===== config.mk =====
export PLATFORM = sky130hd
export DESIGN_NAME = muldiv_issue
export DESIGN_NICKNAME = d
export VERILOG_FILES = /design/src/rtl/muldiv_issue.sv
export SDC_FILE = /design/constraint.sdc
export NUM_CORES = 1
export LEC_CHECK = 0
export CORE_MARGIN = 2
export CORE_UTILIZATION = 25
export CTS_CLUSTER_DIAMETER = 200
export DETAILED_ROUTE_END_ITERATION = 16
export SKIP_LAST_GASP = 1
export SLEW_MARGIN = 20
export SYNTH_ARGS = -nofsm -noshare
export SYNTH_HDL_FRONTEND = slang
export SYNTH_SLANG_ARGS = --single-unit

===== constraint.sdc =====
create_clock -name clk -period 4.7 [get_ports clk]
set_input_delay 0.705 -clock clk [delete_from_list [all_inputs] [get_ports clk]]
set_output_delay 0.705 -clock clk [all_outputs]
set_load 0.01 [all_outputs]

===== src/rtl/muldiv_issue.sv =====
// Issue/control stage for an iterative multiply/divide unit.
// Owns HI/LO, stalls the pipeline while the unit is busy, and aborts on flush or timeout.
module muldiv_issue #(
    parameter int TIMEOUT = 64
) (
    input  logic        clk,
    input  logic        rst,
    input  logic        op_valid_i,
    input  logic [2:0]  op_i,
    input  logic [31:0] rs_i,
    input  logic [31:0] rt_i,
    input  logic        flush_i,
    output logic        stall_o,
    output logic [31:0] hi_o,
    output logic [31:0] lo_o,
    output logic        err_o,
    output logic        md_start_o,
    output logic        md_annul_o,
    output logic        md_signed_o,
    output logic [1:0]  md_sel_o,
    output logic [31:0] md_op1_o,
    output logic [31:0] md_op2_o,
    input  logic [63:0] md_result_i,
    input  logic        md_ready_i
);

    localparam logic [2:0] OP_MULT  = 3'b001;
    localparam logic [2:0] OP_MULTU = 3'b010;
    localparam logic [2:0] OP_DIV   = 3'b011;
    localparam logic [2:0] OP_DIVU  = 3'b100;
    localparam logic [2:0] OP_MTHI  = 3'b101;
    localparam logic [2:0] OP_MTLO  = 3'b110;

    localparam logic [1:0] S_IDLE  = 2'd0;
    localparam logic [1:0] S_BUSY  = 2'd1;
    localparam logic [1:0] S_DONE  = 2'd2;
    localparam logic [1:0] S_ABORT = 2'd3;

    localparam logic [1:0] SEL_MUL = 2'b01;
    localparam logic [1:0] SEL_DIV = 2'b10;

    // Counter is wide enough to hold TIMEOUT itself, the value it reaches on the abort edge.
    localparam int              CNT_W     = $clog2(TIMEOUT + 1);
    localparam logic [CNT_W-1:0] CNT_LIMIT = CNT_W'(TIMEOUT);

    logic [1:0]       r_state;
    logic [1:0]       w_state_next;
    logic [CNT_W-1:0] r_busy_cnt;
    logic [CNT_W-1:0] w_cnt_inc;
    logic [31:0]      r_hi;
    logic [31:0]      r_lo;
    logic             r_err;
    logic             r_start;
    logic             r_annul;
    logic             r_signed;
    logic [1:0]       r_sel;
    logic [31:0]      r_op1;
    logic [31:0]      r_op2;

    logic w_idle;
    logic w_busy;
    logic w_req;
    logic w_is_mul;
    logic w_is_div;
    logic w_is_signed;
    logic w_start;
    logic w_mthi;
    logic w_mtlo;
    logic w_timeout;
    logic w_busy_flush;
    logic w_busy_done;
    logic w_busy_tmo;

    // Instruction decode and qualification
    assign w_idle      = (r_state == S_IDLE);
    assign w_busy      = (r_state == S_BUSY);
    assign w_req       = op_valid_i & ~flush_i;
    assign w_is_mul    = (op_i == OP_MULT) | (op_i == OP_MULTU);
    assign w_is_div    = (op_i == OP_DIV)  | (op_i == OP_DIVU);
    assign w_is_signed = (op_i == OP_MULT) | (op_i == OP_DIV);

    // A divide by zero never reaches the unit: no start, no stall, HI/LO untouched.
    assign w_start = w_idle & w_req & (w_is_mul | (w_is_div & (rt_i != 32'd0)));
    assign w_mthi  = w_idle & w_req & (op_i == OP_MTHI);
    assign w_mtlo  = w_idle & w_req & (op_i == OP_MTLO);

    assign w_cnt_inc = r_busy_cnt + CNT_W'(1);
    assign w_timeout = (w_cnt_inc == CNT_LIMIT);

    // Flush beats a same-cycle ready; ready beats the timeout.
    assign w_busy_flush = w_busy & flush_i;
    assign w_busy_done  = w_busy & ~flush_i & md_ready_i;
    assign w_busy_tmo   = w_busy & ~flush_i & ~md_ready_i & w_timeout;

    always_comb begin
        w_state_next = r_state;
        case (r_state)
            S_IDLE: begin
                if (w_start) begin
                    w_state_next = S_BUSY;
                end
            end
            S_BUSY: begin
                if (w_busy_flush || w_busy_tmo) begin
                    w_state_next = S_ABORT;
                end else if (w_busy_done) begin
                    w_state_next = S_DONE;
                end
            end
            S_DONE:  w_state_next = S_IDLE;
            S_ABORT: w_state_next = S_IDLE;
            default: w_state_next = S_IDLE;
        endcase
    end

    always_ff @(posedge clk or posedge rst) begin
        if (rst) begin
            r_state <= S_IDLE;
            r_start <= 1'b0;
            r_annul <= 1'b0;
        end else begin
            r_state <= w_state_next;
            r_start <= (w_state_next == S_BUSY);
            r_annul <= (w_state_next == S_ABORT);
        end
    end

    always_ff @(posedge clk or posedge rst) begin
        if (rst) begin
            r_busy_cnt <= '0;
        end else if (w_start) begin
            r_busy_cnt <= '0;
        end else if (w_busy) begin
            r_busy_cnt <= w_cnt_inc;
        end
    end

    // Operand and mode latches stay frozen for the whole operation.
    always_ff @(posedge clk or posedge rst) begin
        if (rst) begin
            r_op1    <= 32'd0;
            r_op2    <= 32'd0;
            r_sel    <= 2'b00;
            r_signed <= 1'b0;
        end else if (w_start) begin
            r_op1    <= rs_i;
            r_op2    <= rt_i;
            r_sel    <= w_is_mul ? SEL_MUL : SEL_DIV;
            r_signed <= w_is_signed;
        end
    end

    always_ff @(posedge clk or posedge rst) begin
        if (rst) begin
            r_hi <= 32'd0;
            r_lo <= 32'd0;
        end else if (w_busy_done) begin
            r_hi <= md_result_i[63:32];
            r_lo <= md_result_i[31:0];
        end else begin
            if (w_mthi) begin
                r_hi <= rs_i;
            end
            if (w_mtlo) begin
                r_lo <= rs_i;
            end
        end
    end

    always_ff @(posedge clk or posedge rst) begin
        if (rst) begin
            r_err <= 1'b0;
        end else if (w_busy_tmo) begin
            r_err <= 1'b1;
        end
    end

    // Stall is gated by rst so it drops the instant reset is applied.
    assign stall_o     = ~rst & (w_start | w_busy);
    assign hi_o        = r_hi;
    assign lo_o        = r_lo;
    assign err_o       = r_err;
    assign md_start_o  = r_start;
    assign md_annul_o  = r_annul;
    assign md_signed_o = r_signed;
    assign md_sel_o    = r_sel;
    assign md_op1_o    = r_op1;
    assign md_op2_o    = r_op2;

endmodule


Word level (Yosys, flattened, before mapping)
Index checks and enable logic that the tools add are counted.

word-level totals
  bits in registers = 143
  output and inout port bits = 135
  input bits = 136
  word-level logic and storage cells = 62

cells by class
  equal/unequal tests = 12
  reductions and logical operators = 7
  bitwise gates (word level) = 20
  add/subtract/negate cells = 1
  mux-type cells = 11

operators by type and width
  cell                                                                    number
  32-bit 2-to-1 mux                                                       4
  32-bit nonzero test                                                     1
  7-bit 2-to-1 mux                                                        2
  1-bit AND                                                               12
  3-bit equality test (second input constant)                             3
  2-bit 2-to-1 mux                                                        4
  7-bit by 1-bit adder with 7-bit output (second input constant)          1
  7-bit equality test (second input constant)                             1
  2-bit equality test (second input constant)                             3
  3-bit by 2-bit equality test with 1-bit output (second input constant)  2
  2-bit one-hot mux with 3 select lines                                   1
  2-bit nonzero test                                                      3
  1-bit OR                                                                5
  2-bit by 1-bit equality test with 1-bit output (second input constant)  2
  3-bit by 1-bit equality test with 1-bit output (second input constant)  1
  1-bit inverter                                                          3
  2-bit logical NOT                                                       1
  2-bit OR reduction                                                      1
  1-bit logical OR                                                        1

Depth between registers and ports, before layout
Gate-level depths: netlist of run 1.

  depth in word-level cells = 8
  depth in mapped cells = 7
  mapped depth without buffers = 6

Worst setup path after synthesis of run 1
Ideal clock, no wire load.

  kind = in2out
  start = input port rst
  end = output port stall_o
  required time = 3,995 ps
  arrival = 4,055 ps
  path slack = -60 ps
  stages on the path = 2
  path buffers = 0
  cell sequence = inv_1 -> o21a_1

between the ends
  longest elaborated chain between the ends = 2

ends and longest elaborated chain
  what                line  RTL
  start: declaration  7     input logic rst,
  1-bit inverter      179   assign stall_o = ~rst & (w_start | w_busy);
  1-bit AND           179
  end: declaration    13    output logic stall_o,

No other way between the ends.

Worst setup path after layout of run 1
  start = input port flush_i
  end = output port stall_o

between the ends
  longest elaborated chain between the ends = 6

ends and longest elaborated chain
  what                    line  RTL
  start: declaration      12    input logic flush_i,
  1-bit inverter          77    assign w_req = op_valid_i & ~flush_i;
  1-bit AND               77
  1-bit AND (2 in a row)  83    assign w_start = w_idle & w_req & (w_is_mul | (w_is_div & (rt_i != 32'd0)));
  1-bit OR                179
  1-bit AND               179

No other way between the ends.

==> results of run 1 <==
-- state kept, by name (all words and copies together), names as in the netlist --
register     count
err_o            1
hi_o            32
lo_o            32
md_annul_o       1
md_op1_o        32
md_op2_o        32
md_sel_o         2
md_signed_o      1
md_start_o       1
r_busy_cnt       7
r_state          2
-- power by group through the flow --
| stage | clock network [mW] | logic [mW] | registers, mW |
|---|---|---|---|
| after floorplan | 0 | 0.958 | 2.42 |
| after global placement | 0 | 2.72 | 2.16 |
| after detailed placement | 0 | 2.73 | 2.17 |
| after CTS | 1.49 | 2.74 | 2.17 |
| after global routing | 1.55 | 2.91 | 2.24 |
| final | 1.44 | 2.70 | 2.16 |
-- final cells by class --
cell class                 count  area (µm²)
tap                          330       412.9
clock buffer                  19       432.9
multi-input combinational    365        2534
timing repair buffer         278        2800
clock inverter                12       182.7
inverter                       6       26.28
fill                        2479       15070
sequential                   143        3578
-- layer usage --
layer,track usage (%),share of wire (%)
met4,4.545,1.3
met1,18.70,44
met3,5.409,9.1
met2,22.63,46
met5,0,0
-- worst max-delay path, delay by kind of cell --
family                 cells  cell delay [ps]
AO/OA/AOI/OAI              2              270
buffers and inverters      2             1060
AND/OR/NAND/NOR            2             1200
-- worst paths after layout --
check	start	to	slack, ps	cells after the start
max	flush_i	stall_o	760	6
min	err_o	err_o	480	1
max in group asynchronous	rst	md_op2_o[2]	2780	4
min reg2reg	err_o	err_o	480	1
max reg2reg	r_state[1]	md_op1_o[28]	1990	5
min in group asynchronous	rst	hi_o[14]	810	3
-- per-stage QoR --
stage          cells  util [%]  hold WS (ps)
2_1_floorplan    548         -         512.2
3_3_place_gp    1122     37.35         464.2
3_5_place_dp    1122     37.35         464.3
4_1_cts         1153     39.81         479.2
5_1_grt         1153     39.81         492.8
6_report        1153     39.81         479.3
-- logic make-up after synthesis --
logic type / after synthesis / share of synthesized area [%]
AO/OA/AOI/OAI: 147 / 12.47
AND/OR/NAND/NOR: 143 / 11.19
flip-flops: 143 / 56.35
multiplexers: 66 / 14.62
buffers and inverters: 40 / 4.000
XOR/XNOR: 7 / 0.9655
adder cells (fa/ha/maj): 2 / 0.3940
-- layout by cell type (no fill, tap or decap), drive strengths merged, types with 5 or more instances in the layout --
cell type,instances
a21oi,130
inv,8
dfrtp,143
nor2b,33
nor4,9
nor2,75
xor2,5
clkbuf,19
mux2,64
buf,8
clkdlybuf4s50,270
nand4,6
nand2,5
==> run summary, run 1 <==
initial antenna violation count - 0
share of flip-flops with an asynchronous set or reset - 100.0%
clk_lat worst skew - 410 ps
mapped cell area - 6350 µm²
Die ar. - 26690 µm²
Post-synth EDFFs - 0
net switching power - 1.956 mW
Final Setup Violations - 0
YS warnings - 0
sum of negative setup slack - 0 ps
leakage - 4.095 nW
RSZ-0062 raised after global routing - false
combinational group share of total power - 42.8%
layout cells sized above 1 - 13.37%
fin crit share - 83.73%
Non-Filler Cell Area, Final - 9967 µm²
Crit-path slowest cell - or4b_4
via/cell ratio - 4.428
most frequent cell after synthesis - dfrtp_1
largest net degree at the start of global routing - 99
PD cells - 632.1 nW/µm²
worst min path class - reg2reg
clock-pin slew of the registers on the worst-case setup and hold paths - 70 ps
TritonCTS clock tree - yes
status - complete, no violations
Post-Route WL - 19.00 mm
register area share after synthesis - 56.35%
gr usage total - 14.52%
post-CTS setup buffer count - 0
Worst Clk Skew - 10.10 ps
Sw Ratio - 31.05%
Starting Density - 25.36%
Startpoint Class - primary input
P&R area growth vs syn - 56.97%
Die W - 163.4 µm
Area after DPL - 9351 µm²
crit-path most repeated cell - clkdlybuf4s50_1
Final Hold Vio Count - 0
chip height - 163.4 µm
clock tree sinks - 143
biggest area consumer among synthesized cells - dfrtp_1
grt ovf - 0
Antenna Nets Post-Route - 0
worst stage delay on the critical path - 630 ps
GPL Wtd Cong - 0.7802
starting DRC count in detailed routing - 187
Yosys cell types - 45
Tot Pwr - 6.300 mW
Max VDD drop - 0.2535 mV
H-tree Lvls - 4
part of the power in registers - 34.3%
slew at the pin closest to its max-slew limit - 796.2 ps
core area - 25040 µm²
#FFs+latches synth - 143
WL per Instance - 16.48 µm
dpl hpwl - 13.23 mm
# nets final - 949
first-pass GRT wire length - 29.84 mm
post-route setup slack - 764.9 ps
CP Capture Type - output pin
Synth top area share - 56.35%
Final min period - 3935 ps
synthesized area per cell - 11.59 µm²
Int Power - 4.344 mW
Crit path arrival time - 3230 ps
drt pass-1 iters - 4
Core Rows - 58
largest cells by area after synthesis - dfrtp_1 (56%), mux2_4 (12%), a21oi_1 (10%), nor2_1 (4.4%), nor2b_1 (3.3%)
Clock Tree Buf Depth - 2
gate count of the mapped netlist - 548
via count - 5105
Setup Crit Path Kind - in2out
fmax - 254.1 MHz
Clock Power Share - 22.9%
Synth top cells by count - dfrtp_1 (143), a21oi_1 (130), nor2_1 (75)
Ports - 271
port bufs - 270
Post-route DRC - 0
Primary FF master, synth - dfrtp_1
Max Slew Vio Count - 0
cts repair resizes - 0
cts bufs inserted - 17
hold_buf cts - 0
CP cell instances - clkdlybuf4s50_1 > or4b_4 > or4_4 > o31ai_4 > o21a_1 > clkdlybuf4s50_1
slew margin rel. - 46.81%
CTS root buffer - clkbuf_16
Worst Path Max Fanout - 6
pre-CTS setup slack - 757.2 ps
number of global-route vias before repair - 5256
Max-Cap Viols - 0
CP required - 3990 ps
Syn Nets - 686
n_diodes - 0
No activity file was read; power rests on OpenSTA's default activity.
==> run 2, diff against run 1 <==
Clock period 4.7 ns to 4 ns, I/O delays scaled along.
==> run 2 against run 1 <==
  * Non-clock buffer count down 1
  * Final area decreased by 0.55%
  * Global-route usage down 0.056 points
  * Clock-buffer cell count is 1 higher
  * Critical path type unchanged
  * Total power rose by 14%
  * First-iteration DRC count rose by 5.9%
  * Largest power group unchanged
  * Sequential share of layout area up 0.20 points
==> run summary, run 2 (synthesized netlist as in run 1, its figures left out) <==
fmax - 268.3 MHz
Die W - 163.4 µm
H-tree Lvls - 4
Worst Clk Skew - 9.922 ps
starting DRC count in detailed routing - 198
chip height - 163.4 µm
slew at the pin closest to its max-slew limit - 864.7 ps
drt pass-1 iters - 4
Max-Cap Viols - 0
CP cell instances - clkdlybuf4s50_1 > or4b_4 > or4_4 > o31ai_4 > o21a_1 > clkdlybuf4s50_1
Startpoint Class - primary input
Final Hold Vio Count - 0
commonest cells after routing, fill and taps aside - clkdlybuf4s50_1 (270), dfrtp_1 (143), a21oi_1 (130)
Antenna Nets Post-Route - 0
fin cells - 1153
DR WL met2 - 8.809 mm
n_diodes - 0
Post-Route WL - 19.15 mm
Setup Crit Path Kind - in2out
CTS root buffer - clkbuf_16
fin crit share - 93.17%
worst min path class - reg2reg
first-pass GRT wire length - 29.64 mm
# nets final - 948
sum of negative setup slack - 0 ps
Core Util, Final - 39.59%
leakage - 4.070 nW
largest net degree at the start of global routing - 144
post-CTS setup buffer count - 0
Max VDD drop - 0.2943 mV
RSZ-0062 raised after global routing - false
CP Capture Type - output pin
cts repair resizes - 0
P&R area growth vs syn - 56.10%
WL per Instance - 16.61 µm
worst stage delay on the critical path - 630 ps
highest routed metal layer - met4
DRT met1 WL - 8.314 mm
via count - 5097
core area - 25040 µm²
Core Rows - 58
PD cells - 727.6 nW/µm²
Fin Hold WS - 478.7 ps
grt ovf - 0
layout cells sized above 1 - 13.49%
status - complete, no violations
hold_buf cts - 0
port bufs - 270
dpl hpwl - 13.13 mm
TritonCTS clock tree - yes
commonest non-fill, non-tap cell in the layout - clkdlybuf4s50_1
Final min period - 3727 ps
Starting Density - 25.36%
Ports - 271
crit-path most repeated cell - clkdlybuf4s50_1
Die ar. - 26690 µm²
CP required - 3400 ps
number of global-route vias before repair - 5208
via/cell ratio - 4.421
Post-route DRC - 0
clk_lat worst skew - 420 ps
Max Slew Vio Count - 0
GPL Wtd Cong - 0.7634
DP Cell Count - 1121
Crit-path slowest cell - or4b_4
gr usage total - 14.47%
wire length on met3 - 1.631 mm
Clock Tree Buf Depth - 2
clock tree sinks - 143
initial antenna violation count - 0
cts bufs inserted - 17
Crit path arrival time - 3130 ps
clock-pin slew of the registers on the worst-case setup and hold paths - 60 ps
Final Setup Violations - 0
slew margin rel. - 42.36%
Worst Path Max Fanout - 6
==> run 2: metrics by stage <==
| stage | worst slack [ps] | cell area (µm²) | power (mW) |
|---|---|---|---|
| after floorplan | 372.4 | 6354 | 3.969 |
| after global placement | 288.2 | 9369 | 5.736 |
| after global routing | 196.8 | 9912 | 7.673 |
| after CTS | 244.9 | 9912 | 7.329 |
| final | 273.3 | 9912 | 7.212 |
| after detailed placement | 259.9 | 9369 | 5.779 |
==> run 2: where the power goes <==
group	total (mW)	switching, mW	internal [mW]	leakage, nW
registers	2.54	0.404	2.14	1.67
clock network	1.49	0.663	0.830	0.263
logic	3.18	1.25	1.93	2.14
total	7.21	2.32	4.90	4.07
==> run 2: worst max-delay path: cells and delay by family <==
kind            cells  cell delay [ps]
simple gates        2             1200
buf+inv             2             1070
compound gates      2              250
==> run 2: worst paths after layout <==
check,startpoint,endpoint,slack (ps),cells past startpoint
hold / removal,err_o,err_o,480,1
max in group asynchronous,rst,md_op2_o[11],2540,3
setup reg to reg,r_state[1],md_op1_o[28],1270,5
hold reg to reg,err_o,err_o,480,1
min in group asynchronous,rst,lo_o[26],760,3
setup / recovery,flush_i,stall_o,270,6
==> run 2: metal layers <==
metal,global-route usage [%],up-vias
li1,-,2448
met1,18.01,2418
met2,23.28,203
met3,4.901,28
met4,5.310,0
met5,0,-
==> run 2: layout make-up <==
cell class,instances,area [µm²]
inverter,6,26.28
clock inverter,12,86.33
multi-input combinational,365,2534
sequential,143,3578
clock buffer,20,456.7
tap,330,412.9
timing repair buffer,277,2818
fill,2494,15120
==> run 3, diff against run 2 <==
Settings changed: CORE_UTILIZATION 25 to 43, PLACE_DENSITY set to 0.81.
==> run 3 against run 2 <==
  * Worst setup slack gained 3.6 ps
  * Via count grew 3.1%
  * Clock-buffer cell count grew 2
  * Hold slack gained 1.2 ps
  * Utilization grew 28 points
  * Die area shrank 41%
  * Final cell count shrank 13%
  * Global-route usage grew 9.1 points
  * First-iteration DRC count is the same
  * Critical path type unchanged
  * Critical endpoint unchanged
==> run summary, run 3 (synthesized netlist as in run 1, its figures left out) <==
fmax - 268.6 MHz
clock-pin slew of the registers on the worst-case setup and hold paths - 60 ps
clock tree sinks - 143
hold_buf cts - 0
Die W - 125.5 µm
via count - 5254
RSZ-0062 raised after global routing - false
largest net degree at the start of global routing - 144
Post-route DRC - 0
dpl hpwl - 13.04 mm
CP Capture Type - output pin
core area - 14480 µm²
cts repair resizes - 0
# nets final - 947
r2r worst-path depth - 5
met3 Usage GRT - 9.243%
CP required - 3400 ps
worst setup path endpoint - stall_o
status - complete, no violations
Fin Hold WS - 480.0 ps
starting DRC count in detailed routing - 198
Filler cells - 1038
clk_lat worst skew - 410 ps
layout cells sized above 1 - 13.26%
Worst Clk Skew - 5.966 ps
fin cells - 1007
met2 Usage GRT - 38.57%
Final Setup Violations - 0
DP Cell Count - 974
port bufs - 270
CTS root buffer - clkbuf_16
post-CTS setup buffer count - 0
Core Rows - 44
commonest cells after routing, fill and taps aside - clkdlybuf4s50_1 (270), dfrtp_1 (143), a21oi_1 (130)
gr usage total - 23.57%
Final min period - 3723 ps
grt ovf - 0
post-route setup slack - 276.9 ps
Max VDD drop - 0.4276 mV
initial antenna violation count - 1
slew margin rel. - 43.04%
Setup Crit Path Kind - in2out
slew at the pin closest to its max-slew limit - 842.5 ps
via/cell ratio - 5.217
Clock Tree Buf Depth - 2
Antenna Nets Post-Route - 0
fin crit share - 93.08%
Starting Density - 43.86%
Post-Route WL - 18.26 mm
P&R area growth vs syn - 54.74%
busiest layer in global routing - met2
PD cells - 763.5 nW/µm²
cts bufs inserted - 17
WL per Instance - 18.13 µm
pre-CTS setup slack - 282.4 ps
worst setup path start - flush_i
TritonCTS clock tree - yes
Die ar. - 15760 µm²
Ports - 271
RR Endpoint - md_op1_o[26]
Crit path arrival time - 3120 ps
leakage - 4.112 nW
number of global-route vias before repair - 5466
met1 Track Usage GR - 28.16%
first-pass GRT wire length - 29.24 mm
Worst Path Max Fanout - 6
GPL Wtd Cong - 0.8693
drt pass-1 iters - 7
internal reg-to-reg setup slack - 1300 ps
Max Slew Vio Count - 0
R2R Path Start - r_state[1]
commonest non-fill, non-tap cell in the layout - clkdlybuf4s50_1
H-tree Lvls - 4
worst min path class - reg2reg
Max-Cap Viols - 0
Final Hold Vio Count - 0
sum of negative setup slack - 0 ps
Startpoint Class - primary input
chip height - 125.5 µm
Tot Pwr - 7.502 mW
-- run 3: layout make-up --
class | count | area, µm² | share of cell area [%]
sequential | 143 | 3578 | 36.42
timing repair buffer | 276 | 2798 | 28.47
multi-input combinational | 365 | 2534 | 25.79
clock buffer | 22 | 474.2 | 4.826
tap | 184 | 230.2 | 2.343
clock inverter | 10 | 182.7 | 1.859
inverter | 6 | 26.28 | 0.2674
antenna | 1 | 2.502 | 0.02547
-- run 3: stage by stage --
step                      util, %  instance area (µm²)
after floorplan                 -                 6354
after global placement      63.31                 9166
after detailed placement    63.31                 9166
after CTS                   67.84                 9823
after global routing        67.86                 9826
final                       67.86                 9826
-- run 3: per-layer routing --
| metal | share of wire, % | wire length, µm |
|---|---|---|
| met1 | 41 | 7448 |
| met2 | 48 | 8764 |
| met5 | 0 | 0 |
| met3 | 9.3 | 1706 |
| met4 | 1.8 | 337 |
-- run 3: worst max-delay path: stages --
cell	delay, ps
clkdlybuf4s50_1	510
or4b_4	630
or4_4	570
o31ai_4	100
o21a_1	170
clkdlybuf4s50_1	540
-- run 3: power breakdown --
part | switching [mW] | internal [mW] | total, mW | leakage (nW)
Clock | 0.601 | 1.15 | 1.76 | 0.312
Sequential | 0.430 | 2.14 | 2.57 | 1.67
Combinational | 1.26 | 1.92 | 3.18 | 2.13
Total | 2.29 | 5.21 | 7.50 | 4.11
-- run 3: worst min path at each step --
stage | startpoint | endpoint | slack [ps] | cells past startpoint
5_1_grt | err_o | err_o | 490 | 1
3_5_place_dp | err_o | err_o | 470 | 1
6_report | err_o | err_o | 480 | 1
3_3_place_gp | err_o | err_o | 450 | 1
2_1_floorplan | err_o | err_o | 510 | 1
4_1_cts | err_o | err_o | 480 | 1
